File: src/rtl/ex_stage_if.sv
// ex_stage_if: bundle between the ID/EX register, the forwarding unit and the
// EX/MEM register around the execute stage.
//   slave  : the execute stage (consumes ID/EX + forwards, drives EX/MEM + stall)
//   master : the surrounding pipeline (drives ID/EX + forwards, observes EX/MEM)
// Signals:
//   flush                         sync kill of the stage
//   reg1_in/reg2_in/imm_in        operands from ID/EX
//   rd_in, alu_ctrl_in, alu_src_in, mem_*_in, reg_write_in   decoded fields
//   fwd_a_sel/fwd_b_sel           00/11 reg, 01 mem_wb_fwd, 10 ex_mem_fwd
//   ex_mem_fwd/mem_wb_fwd         forwarded values
//   *_out                         registered EX/MEM contents
//   stall_out                     hold PC, IF/ID and ID/EX
//   busy_out                      multiplier sequence in progress
interface ex_stage_if #(parameter int XLEN = 32);
    logic            flush;
    logic [XLEN-1:0] reg1_in;
    logic [XLEN-1:0] reg2_in;
    logic [XLEN-1:0] imm_in;
    logic [4:0]      rd_in;
    logic [3:0]      alu_ctrl_in;
    logic            alu_src_in;
    logic            mem_read_in;
    logic            mem_write_in;
    logic            reg_write_in;
    logic            mem_to_reg_in;
    logic [1:0]      fwd_a_sel;
    logic [1:0]      fwd_b_sel;
    logic [XLEN-1:0] ex_mem_fwd;
    logic [XLEN-1:0] mem_wb_fwd;
    logic [XLEN-1:0] alu_result_out;
    logic [XLEN-1:0] store_data_out;
    logic [4:0]      rd_out;
    logic            mem_read_out;
    logic            mem_write_out;
    logic            reg_write_out;
    logic            mem_to_reg_out;
    logic            stall_out;
    logic            busy_out;

    modport master (
        output flush, reg1_in, reg2_in, imm_in, rd_in, alu_ctrl_in, alu_src_in,
               mem_read_in, mem_write_in, reg_write_in, mem_to_reg_in,
               fwd_a_sel, fwd_b_sel, ex_mem_fwd, mem_wb_fwd,
        input  alu_result_out, store_data_out, rd_out, mem_read_out, mem_write_out,
               reg_write_out, mem_to_reg_out, stall_out, busy_out
    );

    modport slave (
        input  flush, reg1_in, reg2_in, imm_in, rd_in, alu_ctrl_in, alu_src_in,
               mem_read_in, mem_write_in, reg_write_in, mem_to_reg_in,
               fwd_a_sel, fwd_b_sel, ex_mem_fwd, mem_wb_fwd,
        output alu_result_out, store_data_out, rd_out, mem_read_out, mem_write_out,
               reg_write_out, mem_to_reg_out, stall_out, busy_out
    );
endinterface

File: src/rtl/ex_stage.sv
// ex_stage: execute stage. Selects forwarded operands, computes single-cycle
// ALU ops, runs an iterative shift-add multiply (XLEN steps) and registers the
// outcome into EX/MEM.
// Ports:
//   clk    clock
//   reset  asynchronous, active-high
//   bus    ex_stage_if.slave (ID/EX fields, forwards, flush in; EX/MEM, stall, busy out)
module ex_stage #(
    parameter int XLEN = 32
) (
    input  logic      clk,
    input  logic      reset,
    ex_stage_if.slave bus
);
    localparam int         CW     = $clog2(XLEN);
    localparam logic [3:0] OP_MUL = 4'd10;

    typedef enum logic [1:0] {IDLE, BUSY, DONE} state_t;

    typedef struct packed {
        logic mem_read;
        logic mem_write;
        logic reg_write;
        logic mem_to_reg;
    } ctrl_t;

    typedef struct packed {
        logic [XLEN-1:0] result;
        logic [XLEN-1:0] store;
        logic [4:0]      rd;
        ctrl_t           ctrl;
    } exmem_t;

    function automatic logic [XLEN-1:0] fwd_sel(input logic [1:0] sel, input logic [XLEN-1:0] r,
                                                input logic [XLEN-1:0] exf, input logic [XLEN-1:0] mwf);
        case (sel)
            2'b01:   return mwf;
            2'b10:   return exf;
            default: return r;
        endcase
    endfunction

    logic [XLEN-1:0] op_a, op_bf, op_b, alu_y;
    ctrl_t           ctrl_in;

    assign op_a    = fwd_sel(bus.fwd_a_sel, bus.reg1_in, bus.ex_mem_fwd, bus.mem_wb_fwd);
    assign op_bf   = fwd_sel(bus.fwd_b_sel, bus.reg2_in, bus.ex_mem_fwd, bus.mem_wb_fwd);
    assign op_b    = bus.alu_src_in ? bus.imm_in : op_bf;
    assign ctrl_in = '{bus.mem_read_in, bus.mem_write_in, bus.reg_write_in, bus.mem_to_reg_in};

    // MUL never takes this path; its result comes from the accumulator in DONE.
    always_comb begin
        alu_y = '0;
        case (bus.alu_ctrl_in)
            4'd0: alu_y = op_a + op_b;
            4'd1: alu_y = op_a - op_b;
            4'd2: alu_y = op_a & op_b;
            4'd3: alu_y = op_a | op_b;
            4'd4: alu_y = op_a ^ op_b;
            4'd5: alu_y = op_a << op_b[4:0];
            4'd6: alu_y = op_a >> op_b[4:0];
            4'd7: alu_y = XLEN'($signed(op_a) >>> op_b[4:0]);
            4'd8: alu_y = {{(XLEN-1){1'b0}}, $signed(op_a) < $signed(op_b)};
            4'd9: alu_y = {{(XLEN-1){1'b0}}, op_a < op_b};
            default: alu_y = '0;
        endcase
    end

    state_t          state;
    logic [CW-1:0]   cnt;
    logic [XLEN-1:0] acc, mcand, mplier, pend_bf;
    logic [4:0]      pend_rd;
    ctrl_t           pend_ctrl;
    exmem_t          exmem;
    logic            busy;

    always_ff @(posedge clk or posedge reset) begin
        if (reset) begin
            state     <= IDLE;
            cnt       <= '0;
            acc       <= '0;
            mcand     <= '0;
            mplier    <= '0;
            pend_bf   <= '0;
            pend_rd   <= '0;
            pend_ctrl <= '0;
            exmem     <= '0;
            busy      <= 1'b0;
        end else if (bus.flush) begin
            // Abort any multiply in flight; the partial product is simply abandoned.
            state <= IDLE;
            busy  <= 1'b0;
            exmem <= '0;
        end else begin
            case (state)
                IDLE: begin
                    if (bus.alu_ctrl_in == OP_MUL) begin
                        // Latch everything so forwards may change while upstream is stalled.
                        state     <= BUSY;
                        busy      <= 1'b1;
                        cnt       <= '0;
                        acc       <= '0;
                        mcand     <= op_a;
                        mplier    <= op_b;
                        pend_bf   <= op_bf;
                        pend_rd   <= bus.rd_in;
                        pend_ctrl <= ctrl_in;
                        exmem     <= '0;
                    end else begin
                        exmem <= '{result: alu_y, store: op_bf, rd: bus.rd_in, ctrl: ctrl_in};
                    end
                end
                BUSY: begin
                    acc    <= acc + (mcand[0] ? mplier : '0);
                    mcand  <= mcand >> 1;
                    mplier <= mplier << 1;
                    cnt    <= cnt + 1'b1;
                    exmem  <= '0;
                    if (cnt == CW'(XLEN-1))
                        state <= DONE;
                end
                DONE: begin
                    state <= IDLE;
                    busy  <= 1'b0;
                    exmem <= '{result: acc, store: pend_bf, rd: pend_rd, ctrl: pend_ctrl};
                end
                default: begin
                    state <= IDLE;
                    busy  <= 1'b0;
                end
            endcase
        end
    end

    // Stall covers the MUL issue cycle and every step; DONE releases upstream.
    assign bus.stall_out = !reset && !bus.flush &&
                           ((state == IDLE && bus.alu_ctrl_in == OP_MUL) || state == BUSY);
    assign bus.busy_out       = busy;
    assign bus.alu_result_out = exmem.result;
    assign bus.store_data_out = exmem.store;
    assign bus.rd_out         = exmem.rd;
    assign bus.mem_read_out   = exmem.ctrl.mem_read;
    assign bus.mem_write_out  = exmem.ctrl.mem_write;
    assign bus.reg_write_out  = exmem.ctrl.reg_write;
    assign bus.mem_to_reg_out = exmem.ctrl.mem_to_reg;
endmodule
File: src/flat_wrapper.sv
// flat-port wrapper written by rule: the top's interface ports become plain ports
module ex_stage_flat 
#(
    parameter int XLEN = 32
)
  (clk, reset, bus_flush, bus_reg1_in, bus_reg2_in, bus_imm_in, bus_rd_in, bus_alu_ctrl_in, bus_alu_src_in, bus_mem_read_in, bus_mem_write_in, bus_reg_write_in, bus_mem_to_reg_in, bus_fwd_a_sel, bus_fwd_b_sel, bus_ex_mem_fwd, bus_mem_wb_fwd, bus_alu_result_out, bus_store_data_out, bus_rd_out, bus_mem_read_out, bus_mem_write_out, bus_reg_write_out, bus_mem_to_reg_out, bus_stall_out, bus_busy_out);
  ex_stage_if #(.XLEN(XLEN)) bus_i ();
  input  logic clk;
  input  logic reset;
  input wire logic [$bits(bus_i.flush)-1:0] bus_flush;
  input wire logic [$bits(bus_i.reg1_in)-1:0] bus_reg1_in;
  input wire logic [$bits(bus_i.reg2_in)-1:0] bus_reg2_in;
  input wire logic [$bits(bus_i.imm_in)-1:0] bus_imm_in;
  input wire logic [$bits(bus_i.rd_in)-1:0] bus_rd_in;
  input wire logic [$bits(bus_i.alu_ctrl_in)-1:0] bus_alu_ctrl_in;
  input wire logic [$bits(bus_i.alu_src_in)-1:0] bus_alu_src_in;
  input wire logic [$bits(bus_i.mem_read_in)-1:0] bus_mem_read_in;
  input wire logic [$bits(bus_i.mem_write_in)-1:0] bus_mem_write_in;
  input wire logic [$bits(bus_i.reg_write_in)-1:0] bus_reg_write_in;
  input wire logic [$bits(bus_i.mem_to_reg_in)-1:0] bus_mem_to_reg_in;
  input wire logic [$bits(bus_i.fwd_a_sel)-1:0] bus_fwd_a_sel;
  input wire logic [$bits(bus_i.fwd_b_sel)-1:0] bus_fwd_b_sel;
  input wire logic [$bits(bus_i.ex_mem_fwd)-1:0] bus_ex_mem_fwd;
  input wire logic [$bits(bus_i.mem_wb_fwd)-1:0] bus_mem_wb_fwd;
  output wire logic [$bits(bus_i.alu_result_out)-1:0] bus_alu_result_out;
  output wire logic [$bits(bus_i.store_data_out)-1:0] bus_store_data_out;
  output wire logic [$bits(bus_i.rd_out)-1:0] bus_rd_out;
  output wire logic [$bits(bus_i.mem_read_out)-1:0] bus_mem_read_out;
  output wire logic [$bits(bus_i.mem_write_out)-1:0] bus_mem_write_out;
  output wire logic [$bits(bus_i.reg_write_out)-1:0] bus_reg_write_out;
  output wire logic [$bits(bus_i.mem_to_reg_out)-1:0] bus_mem_to_reg_out;
  output wire logic [$bits(bus_i.stall_out)-1:0] bus_stall_out;
  output wire logic [$bits(bus_i.busy_out)-1:0] bus_busy_out;
  assign bus_i.flush = bus_flush;
  assign bus_i.reg1_in = bus_reg1_in;
  assign bus_i.reg2_in = bus_reg2_in;
  assign bus_i.imm_in = bus_imm_in;
  assign bus_i.rd_in = bus_rd_in;
  assign bus_i.alu_ctrl_in = bus_alu_ctrl_in;
  assign bus_i.alu_src_in = bus_alu_src_in;
  assign bus_i.mem_read_in = bus_mem_read_in;
  assign bus_i.mem_write_in = bus_mem_write_in;
  assign bus_i.reg_write_in = bus_reg_write_in;
  assign bus_i.mem_to_reg_in = bus_mem_to_reg_in;
  assign bus_i.fwd_a_sel = bus_fwd_a_sel;
  assign bus_i.fwd_b_sel = bus_fwd_b_sel;
  assign bus_i.ex_mem_fwd = bus_ex_mem_fwd;
  assign bus_i.mem_wb_fwd = bus_mem_wb_fwd;
  assign bus_alu_result_out = bus_i.alu_result_out;
  assign bus_store_data_out = bus_i.store_data_out;
  assign bus_rd_out = bus_i.rd_out;
  assign bus_mem_read_out = bus_i.mem_read_out;
  assign bus_mem_write_out = bus_i.mem_write_out;
  assign bus_reg_write_out = bus_i.reg_write_out;
  assign bus_mem_to_reg_out = bus_i.mem_to_reg_out;
  assign bus_stall_out = bus_i.stall_out;
  assign bus_busy_out = bus_i.busy_out;
  ex_stage #(.XLEN(XLEN)) u_core (.clk(clk), .reset(reset), .bus(bus_i));
endmodule
File: config.mk
export PLATFORM = sky130hd
export DESIGN_NAME = ex_stage_flat
export DESIGN_NICKNAME = d
export VERILOG_FILES = /design/src/rtl/ex_stage_if.sv /design/src/rtl/ex_stage.sv /design/src/flat_wrapper.sv
export SDC_FILE = /design/constraint.sdc
export NUM_CORES = 1
export LEC_CHECK = 0
export ABC_AREA = 1
export CORE_ASPECT_RATIO = 0.5
export CORE_UTILIZATION = 25
export DETAILED_ROUTE_END_ITERATION = 8
export PLACE_DENSITY = 0.48
export REMOVE_ABC_BUFFERS = 1
export SLEW_MARGIN = 0
export SYNTH_ARGS = -nofsm -noshare
export SYNTH_HDL_FRONTEND = slang
export SYNTH_SLANG_ARGS = --single-unit
File: constraint.sdc
create_clock -name clk -period 7.6 [get_ports clk]
set_input_delay 1.52 -clock clk [delete_from_list [all_inputs] [get_ports clk]]
set_output_delay 1.52 -clock clk [all_outputs]
set_load 0.005 [all_outputs]
==> metrics.md, run 1 <==
| Metric | Value |
|---|---|
| Max cap viols | `0` |
| Max Transition Viols Final | `0` |
| Post-route minimum period | `approximately 6400 ps` |
| Io pins | `256` |
| CTS buffer count | `29` |
| Clk pin slew, worst setup/hold paths | `~60 ps` |
| Slew HR | `under 10%` |
| Status | `finished, final reports clean` |
| Asr flop ratio synth | `between 90% and 100%` |
| # DRC | `0` |
| Yosys reg bits | `roughly 220` |
| Top FF cell, synth | `dfrtp_1` |
| Number of global-route vias before repair | `26400` |
| Final WL | `~130000 um` |
| Diodes inserted | `0` |
| Peak VDD IR | `slightly below 0.2 mV` |
| Root buf cell | `clkbuf_16` |
| Avg Inst Size Synth | `just over 6 um2` |
| Startpoint Class | `input port` |
| ANT nets after route | `0` |
| Share of layout cells above drive strength 1 | `around 6.1%` |
| Final Cycle Share | `~84%` |
| Die Ht | `roughly 220 um` |
| Clk_lat worst skew | `around 640 ps` |
| Clock Sinks | `between 200 and 250` |
| Setup bufs post-CTS | `0` |
| Routed vias/inst | `5.38` |
| IO buf count | `between 200 and 300` |
| Area delta synth->final | `21.2%` |
| Layout fillers | `10300` |
| DR WL/cell | `24.4 um` |
| PnR worst setup slack | `approximately 1200 ps` |
| Warnings from Yosys | `0` |
| CP Capture Type | `flop` |
| Hold WS | `~480 ps` |
| Top cells by area, synth | `dfrtp_1 (24%), nand2_1 (17%), nand3_1 (9.2%), ha_1 (7.7%), inv_1 (6.0%)` |
| Setup violators final | `0` |
| Initial Util | `25.3%` |
| Clock skew | `33.8 ps` |
| Initial DRC count | `3503` |
| Fmax | `about 0.16 GHz` |
| PD cells | `285 nW/um2` |
| Nets | `between 4000 and 5000` |
| Pre-CTS setup slack | `roughly 600 ps` |
| Hold Path Class | `flop to flop` |
| Die ar. | `93400 um2` |
| Total track usage | `between 20% and 30%` |
| Worst Path Arrival | `6890 ps` |
| Die W | `around 430 um` |
| Pwr Total | `between 7000 and 8000 uW` |
| Number of synthesized flops with an enable pin | `0` |
| Final hold vios | `0` |
| CP Class | `input port to flop` |
| Top-area cell type share of the netlist area | `between 20% and 30%` |
| Worst Path Required | `8120 ps` |
| Gpl congestion | `~1.0` |
| Seq/Total Area, Yosys | `23.7%` |
| Drt pass-1 iters | `6` |
| Pleak | `approximately 0.014 uW` |
| Post-synthesis cell count | `~3800` |
| # H-tree levels | `1` |
| HPWL after DPL | `around 99000 um` |
| Remaining Overflow, GRT | `0` |
| Placed cell count | `just over 5000` |
| Row count | `between 70 and 80` |
| Clock buffer depth | `3` |
| Setup_tns | `0 ps` |
| Post-CTS Hold Buffers | `0` |
| Largest net degree at the start of global routing | `111` |
| Cell Area, Synth | `23000 um2` |
| Post-synth cell types | `55` |
| Global-route wire length before repair | `approximately 180000 um` |
| Routed via count | `28100` |
| Worst-Margin Slew | `~1500 ps` |
| Initial antenna violation count | `4` |
| Finished Layout Cells | `~5200` |
| CORE AREA | `about 91000 um2` |
| CP max FO | `16` |
| CTS resizes | `0` |
| Area leader, netlist | `dfrtp_1` |
| RSZ-0062 raised after global routing | `false` |
| CTS tree | `built` |
Yosys cell counts (3+ instances only):
cell and count:
a211oi_1 9, a21o_1 16, a21oi_1 273, a221o_1 4
a221oi_1 11, a22o_1 43, a31oi_1 8, a32o_1 3
buf_1 18, buf_2 64, buf_4 15, buf_6 14
clkbuf_1 95, clkinv_1 6, dfrtp_1 218, fa_1 3
ha_1 141, inv_1 369, inv_2 13, nand2_1 1066
nand2_2 6, nand3_1 425, nand3_2 13, nand3b_1 9
nand4_1 42, nor2_1 359, nor2_4 4, nor3_1 19
nor4_1 5, o2111ai_1 3, o211ai_1 15, o21a_1 5
o21ai_0 253, o21ai_1 51, o21ai_2 3, o21ai_4 3
o21bai_1 7, o221ai_1 35, o22ai_1 48, o31ai_1 18
or2_1 4, or2_2 31, xor2_1 9
metrics by stage:
stage / instance area, um2 / utilization (%)
detailed placement: 26900 / 29.6
global route: 27900 / 30.7
finish: 27900 / 30.7
CTS: 27900 / 30.7
floorplan: 22000 / -
global placement: 26900 / 29.6
final timing paths:
check / start / endpoint / slack [ps] / cells after the start
setup / recovery: bus_fwd_b_sel[0] / u_core.bus.alu_result_out[17]$_DFFE_PP0P_ / 1230 / 24
hold / removal: u_core.pend_rd[0]$_DFFE_PP0P_ / u_core.pend_rd[0]$_DFFE_PP0P_ / 480 / 2
setup reg to reg: u_core.state[0]$_DFFE_PP0P_ / u_core.bus.store_data_out[28]$_DFFE_PP0P_ / 3900 / 7
hold reg to reg: u_core.pend_rd[0]$_DFFE_PP0P_ / u_core.pend_rd[0]$_DFFE_PP0P_ / 480 / 2
max in group asynchronous: reset / u_core.mplier[5]$_DFFE_PP0P_ / 4670 / 3
min in group asynchronous: reset / u_core.pend_bf[20]$_DFFE_PP0P_ / 1540 / 2
worst max-delay path: stages:
cell and delay (ps):
clkdlybuf4s50_1 490, inv_1 50, ha_1 300, buf_4 270, a22o_1 250, nand2_1 50, o21ai_0 120, o21ai_1 730
ha_1 460, inv_1 130, nor2_1 260, nand2_1 150, nor2_1 270, nand4_1 250, nand3_1 220, nand2_1 70
nand3_1 70, nand2_1 60, nor2_1 490, nand2_1 100, inv_1 80, nand4_1 230, nand2_1 190, nand2_1 60
cell type report:
cell class              instances  area (um2)  share of cell area (%)
clock buffers                  40         827                    2.96
clock inverters                14         171                   0.614
inverters                     389        1470                    5.27
multi-input cells            2958       15100                    54.1
flip-flops and latches        218        5460                    19.5
well taps                    1240        1550                    5.55
repair buffers                361        3350                    12.0
registers in the layout, summed over array words and instances (netlist names):
signal	count
u_core.bus.store_data_out	32
u_core.cnt	5
u_core.bus.mem_write_out	1
u_core.bus.busy_out	1
u_core.state	2
u_core.mcand	32
u_core.bus.reg_write_out	1
u_core.bus.alu_result_out	32
u_core.mplier	32
u_core.bus.mem_read_out	1
u_core.acc	32
u_core.pend_ctrl	4
u_core.bus.rd_out	5
u_core.pend_rd	5
u_core.pend_bf	32
u_core.bus.mem_to_reg_out	1
power breakdown:
group	switching, uW	internal, uW
Sequential	321	1620
Combinational	3050	1470
Clock	632	865
kinds of logic (layout without fill, tap and decap cells):
kind of cell / after synthesis / in the layout / share of synthesized area, %
adder cells (fa/ha/maj): 144 / 144 / 7.92
AO/OA/AOI/OAI: 813 / 813 / 20.6
flip-flops: 218 / 218 / 23.7
buffers and inverters: 596 / 804 / 10.8
XOR/XNOR: 10 / 10 / 0.380
AND/OR/NAND/NOR: 1991 / 1991 / 36.6
placed cells by master (no fill, tap or decap), types with 5 or more instances in the layout:
cell	netlist	routed
nand2_1	1066	1064
inv_1	369	368
o21a_1	5	5
o31ai_1	18	18
clkbuf_8	0	6
clkinv_1	6	6
nand3_1	425	425
a21oi_1	273	273
a22o_1	43	43
o21ai_1	51	54
clkbuf_1	95	5
inv_2	13	12
o22ai_1	48	48
nand4_1	42	42
nand2_2	6	8
clkinv_2	0	7
or2_2	31	31
a31oi_1	8	8
o21bai_1	7	7
o211ai_1	15	15
o21ai_0	253	250
nor3_1	19	19
buf_4	15	106
o221ai_1	35	35
nand3b_1	9	9
nor2_1	359	358
clkdlybuf4s50_1	0	255
xor2_1	9	9
nand3_2	13	13
a221oi_1	11	11
a21o_1	16	16
ha_1	141	140
dfrtp_1	218	218
a211oi_1	9	9
clkbuf_16	0	29
routing by layer:
layer | vias up | GRT usage, % | wire length, um
met1 | 13700 | 37.7 | 57500
met3 | 156 | 7.34 | 13500
met2 | 1315 | 39.2 | 53100
li1 | 12900 | - | -
met4 | 8 | 5.89 | 3150
met5 | - | 0.717 | 130
Note: power is estimated with default switching activity, not from simulation.
==> run 2: changes to the inputs <==
--- a/config.mk
+++ b/config.mk
@@ -9,7 +9,7 @@
 export CORE_ASPECT_RATIO = 0.5
 export CORE_UTILIZATION = 25
 export DETAILED_ROUTE_END_ITERATION = 8
-export PLACE_DENSITY = 0.48
+export PLACE_DENSITY = 0.47
 export REMOVE_ABC_BUFFERS = 1
 export SLEW_MARGIN = 0
 export SYNTH_ARGS = -nofsm -noshare
==> constraint.sdc (replaced) <==
create_clock -name clk -period 6.1 [get_ports clk]
set_input_delay 1.22 -clock clk [delete_from_list [all_inputs] [get_ports clk]]
set_output_delay 1.22 -clock clk [all_outputs]
set_load 0.005 [all_outputs]
==> run 2 against run 1 <==
Net effect:
- power is 29% higher
- flip-flop and latch count did not move
- count of clock-buffer cells in the layout shrank 6
- non-clock buffer count rose by 214
- routed wire length increased by 3.5%
- first-iteration DRC count is 0.60% lower
- die area unchanged
- sequential share of layout area down 1.1 points
==> metrics.md, run 2 (same netlist as run 1, synthesis figures left out) <==
| Metric | Value |
|---|---|
| Routed via count | `28700 (+2.4%)` |
| Die Ht | `217 um (unchanged)` |
| Sw Share | `49.8% (-0.47 points)` |
| Pleak | `0.0146 uW (+7.5%)` |
| Status | `finished, final reports clean` |
| # H-tree levels | `1 (unchanged)` |
| CP Capture Type | `flop` |
| Clk network pwr share | `17.1% (-1.7 points)` |
| Design area | `29600 um2 (+5.9%)` |
| Number of global-route vias before repair | `27100 (+2.6%)` |
| Clock buffer depth | `3 (unchanged)` |
| Clk pin slew, worst setup/hold paths | `60 ps (about the same)` |
| Routed vias/inst | `5.29 (-1.6%)` |
| IO buf count | `255 (unchanged)` |
| Setup bufs post-CTS | `0 (unchanged)` |
| Clock skew | `26.0 ps (-7.83 ps)` |
| CTS tree | `built` |
| Most frequent cells in the layout | `nand2_1 (1064), nand3_1 (425), inv_1 (368)` |
| Clk_lat worst skew | `630 ps (about the same)` |
| Final Cycle Share | `93.7%` |
| Nets | `4494 (+5.0%)` |
| CORE AREA | `91000 um2 (unchanged)` |
| PD cells | `346 nW/um2 (+22%)` |
| Switching power | `5110 uW (+28%)` |
| HPWL after DPL | `105000 um (+5.7%)` |
| ANT nets after route | `0 (unchanged)` |
| CTS resizes | `0 (unchanged)` |
| Io pins | `256 (unchanged)` |
| Post-route minimum period | `~5700 ps` |
| Root buf cell | `clkbuf_16` |
| Gpl congestion | `1.02 (+0.55%)` |
| Row count | `78 (unchanged)` |
| Die ar. | `93400 um2 (unchanged)` |
| Fmax | `0.175 GHz` |
| Pre-CTS setup slack | `61.3 ps (-534 ps)` |
| Startpoint Class | `input port` |
| Final hold vios | `0 (unchanged)` |
| Clock Sinks | `218 (unchanged)` |
| Slew HR | `19.8% (+18 points)` |
| Remaining Overflow, GRT | `0 (unchanged)` |
| Largest net degree at the start of global routing | `100 (-9.9%)` |
| Post-CTS Hold Buffers | `0 (unchanged)` |
| Worst Path Arrival | `6250 ps (-640 ps)` |
| Worst Path Required | `6640 ps (-1480 ps)` |
| Reg power frac | `23.6% (-0.8 points)` |
| Layout fillers | `10300 (-0.22%)` |
| CTS buffer count | `27 (-6.9%)` |
| Max cap viols | `0 (unchanged)` |
| Comb power frac | `59.3% (+2.5 points)` |
| Peak VDD IR | `0.263 mV (+36%)` |
| Initial Util | `25.3% (unchanged)` |
| Worst-Margin Slew | `1190 ps (-269 ps)` |
| Global-route wire length before repair | `189000 um (+2.8%)` |
| Max Transition Viols Final | `0 (unchanged)` |
| Initial DRC count | `3482 (-0.60%)` |
| Total track usage | `27.3% (+0.89 points)` |
| Most common cell after layout, fill and taps aside | `nand2_1` |
| Initial antenna violation count | `4 (unchanged)` |
| Final WL | `132000 um (+3.5%)` |
| Die W | `431 um (unchanged)` |
| DP Area | `28700 um2 (+6.4%)` |
| RSZ-0062 raised after global routing | `false` |
| Share of layout cells above drive strength 1 | `10.8% (+4.7 points)` |
| CP max FO | `24 (+8)` |
| PnR worst setup slack | `387 ps (-848 ps)` |
| CP Class | `input port to flop` |
| DR WL/cell | `24.3 um (-0.46%)` |
| Drt pass-1 iters | `6 (unchanged)` |
| # DRC | `0 (unchanged)` |
| Pwr Total | `10200 uW (+29%)` |
| Area delta synth->final | `28.4%` |
| Internal | `5140 uW (+30%)` |
| Setup violators final | `0 (unchanged)` |
| Hold Path Class | `flop to flop` |
==> run 2: cell count changes in the layout (fill, tap and decap cells not counted), moves of 2 or more <==
| cell | change |
|---|---|
| clkbuf_8 | -3 |
| clkinv_2 | -2 |
| clkinvlp_4 | +4 |
| buf_12 | +10 |
| clkinv_4 | -2 |
| clkbuf_16 | -2 |
| o21ai_0 | +3 |
| buf_4 | +204 |
| o21ai_1 | -3 |
==> run 2: final timing paths <==
path	from	to	slack (ps)	cells past startpoint
setup / recovery	bus_fwd_b_sel[0]	u_core.bus.alu_result_out[0]$_DFFE_PP0P_	390	23
hold / removal	u_core.bus.alu_result_out[6]$_DFFE_PP0P_	u_core.bus.alu_result_out[6]$_DFFE_PP0P_	480	2
setup reg to reg	u_core.state[1]$_DFFE_PP0P_	u_core.bus.alu_result_out[23]$_DFFE_PP0P_	2720	8
hold reg to reg	u_core.bus.alu_result_out[6]$_DFFE_PP0P_	u_core.bus.alu_result_out[6]$_DFFE_PP0P_	480	2
max in group asynchronous	reset	u_core.mcand[10]$_DFFE_PP0P_	3810	3
min in group asynchronous	reset	u_core.bus.mem_write_out$_DFFE_PP0P_	1190	2
==> run 2: power by group through the flow <==
stage / clock network [uW] / logic, uW / registers (uW)
floorplan: 0 / 3210 / 2330
global placement: 0 / 5910 / 2430
detailed placement: 0 / 5910 / 2430
CTS: 1790 / 5930 / 2420
global route: 1850 / 6580 / 2490
finish: 1750 / 6070 / 2420
==> run 2: final cells by class <==
| cell class | instances | area [um2] | area share [%] |
|---|---|---|---|
| Multi-Input combinational cell | 2958 | 15100 | 51.1 |
| Sequential cell | 218 | 5460 | 18.4 |
| Timing Repair Buffer | 575 | 5070 | 17.2 |
| Tap cell | 1240 | 1550 | 5.25 |
| Inverter | 389 | 1470 | 4.98 |
| Clock buffer | 34 | 732 | 2.47 |
| Clock inverter | 15 | 183 | 0.618 |
| Antenna cell | 1 | 2.50 | 0.00846 |
==> run 2: metrics by stage <==
stage / hold WS, ps / utilization [%] / instances / TNS, ps
finish: 479 / 32.5 / 5430 / 0
global route: 495 / 32.5 / 5429 / 0
detailed placement: 464 / 31.5 / 5380 / 0
global placement: 461 / 31.5 / 5380 / 0
CTS: 482 / 32.5 / 5429 / 0
floorplan: 449 / - / 3565 / -385770
==> run 2: critical path, stage by stage <==
cell,delay [ps]
clkdlybuf4s50_1,480
inv_1,50
ha_1,300
inv_2,120
buf_12,190
nor2_1,140
a21oi_1,110
o21ai_0,950
ha_1,470
buf_4,190
a21oi_1,370
nor2_1,90
o21ai_0,160
nand2_1,90
nor2_1,170
buf_4,180
buf_4,110
a21oi_1,60
nor2_1,440
nor2_1,100
nand3_1,80
nand2_1,70
nand2_1,70
==> run 2: routing by layer <==
metal / up-vias / global-route usage [%] / share of wire, %
met4: 2 / 5.32 / 2.2
met5: - / 0 / 0.0099
li1: 13300 / - / -
met1: 14000 / 40.3 / 47
met2: 1288 / 38.8 / 40
met3: 142 / 8.06 / 11
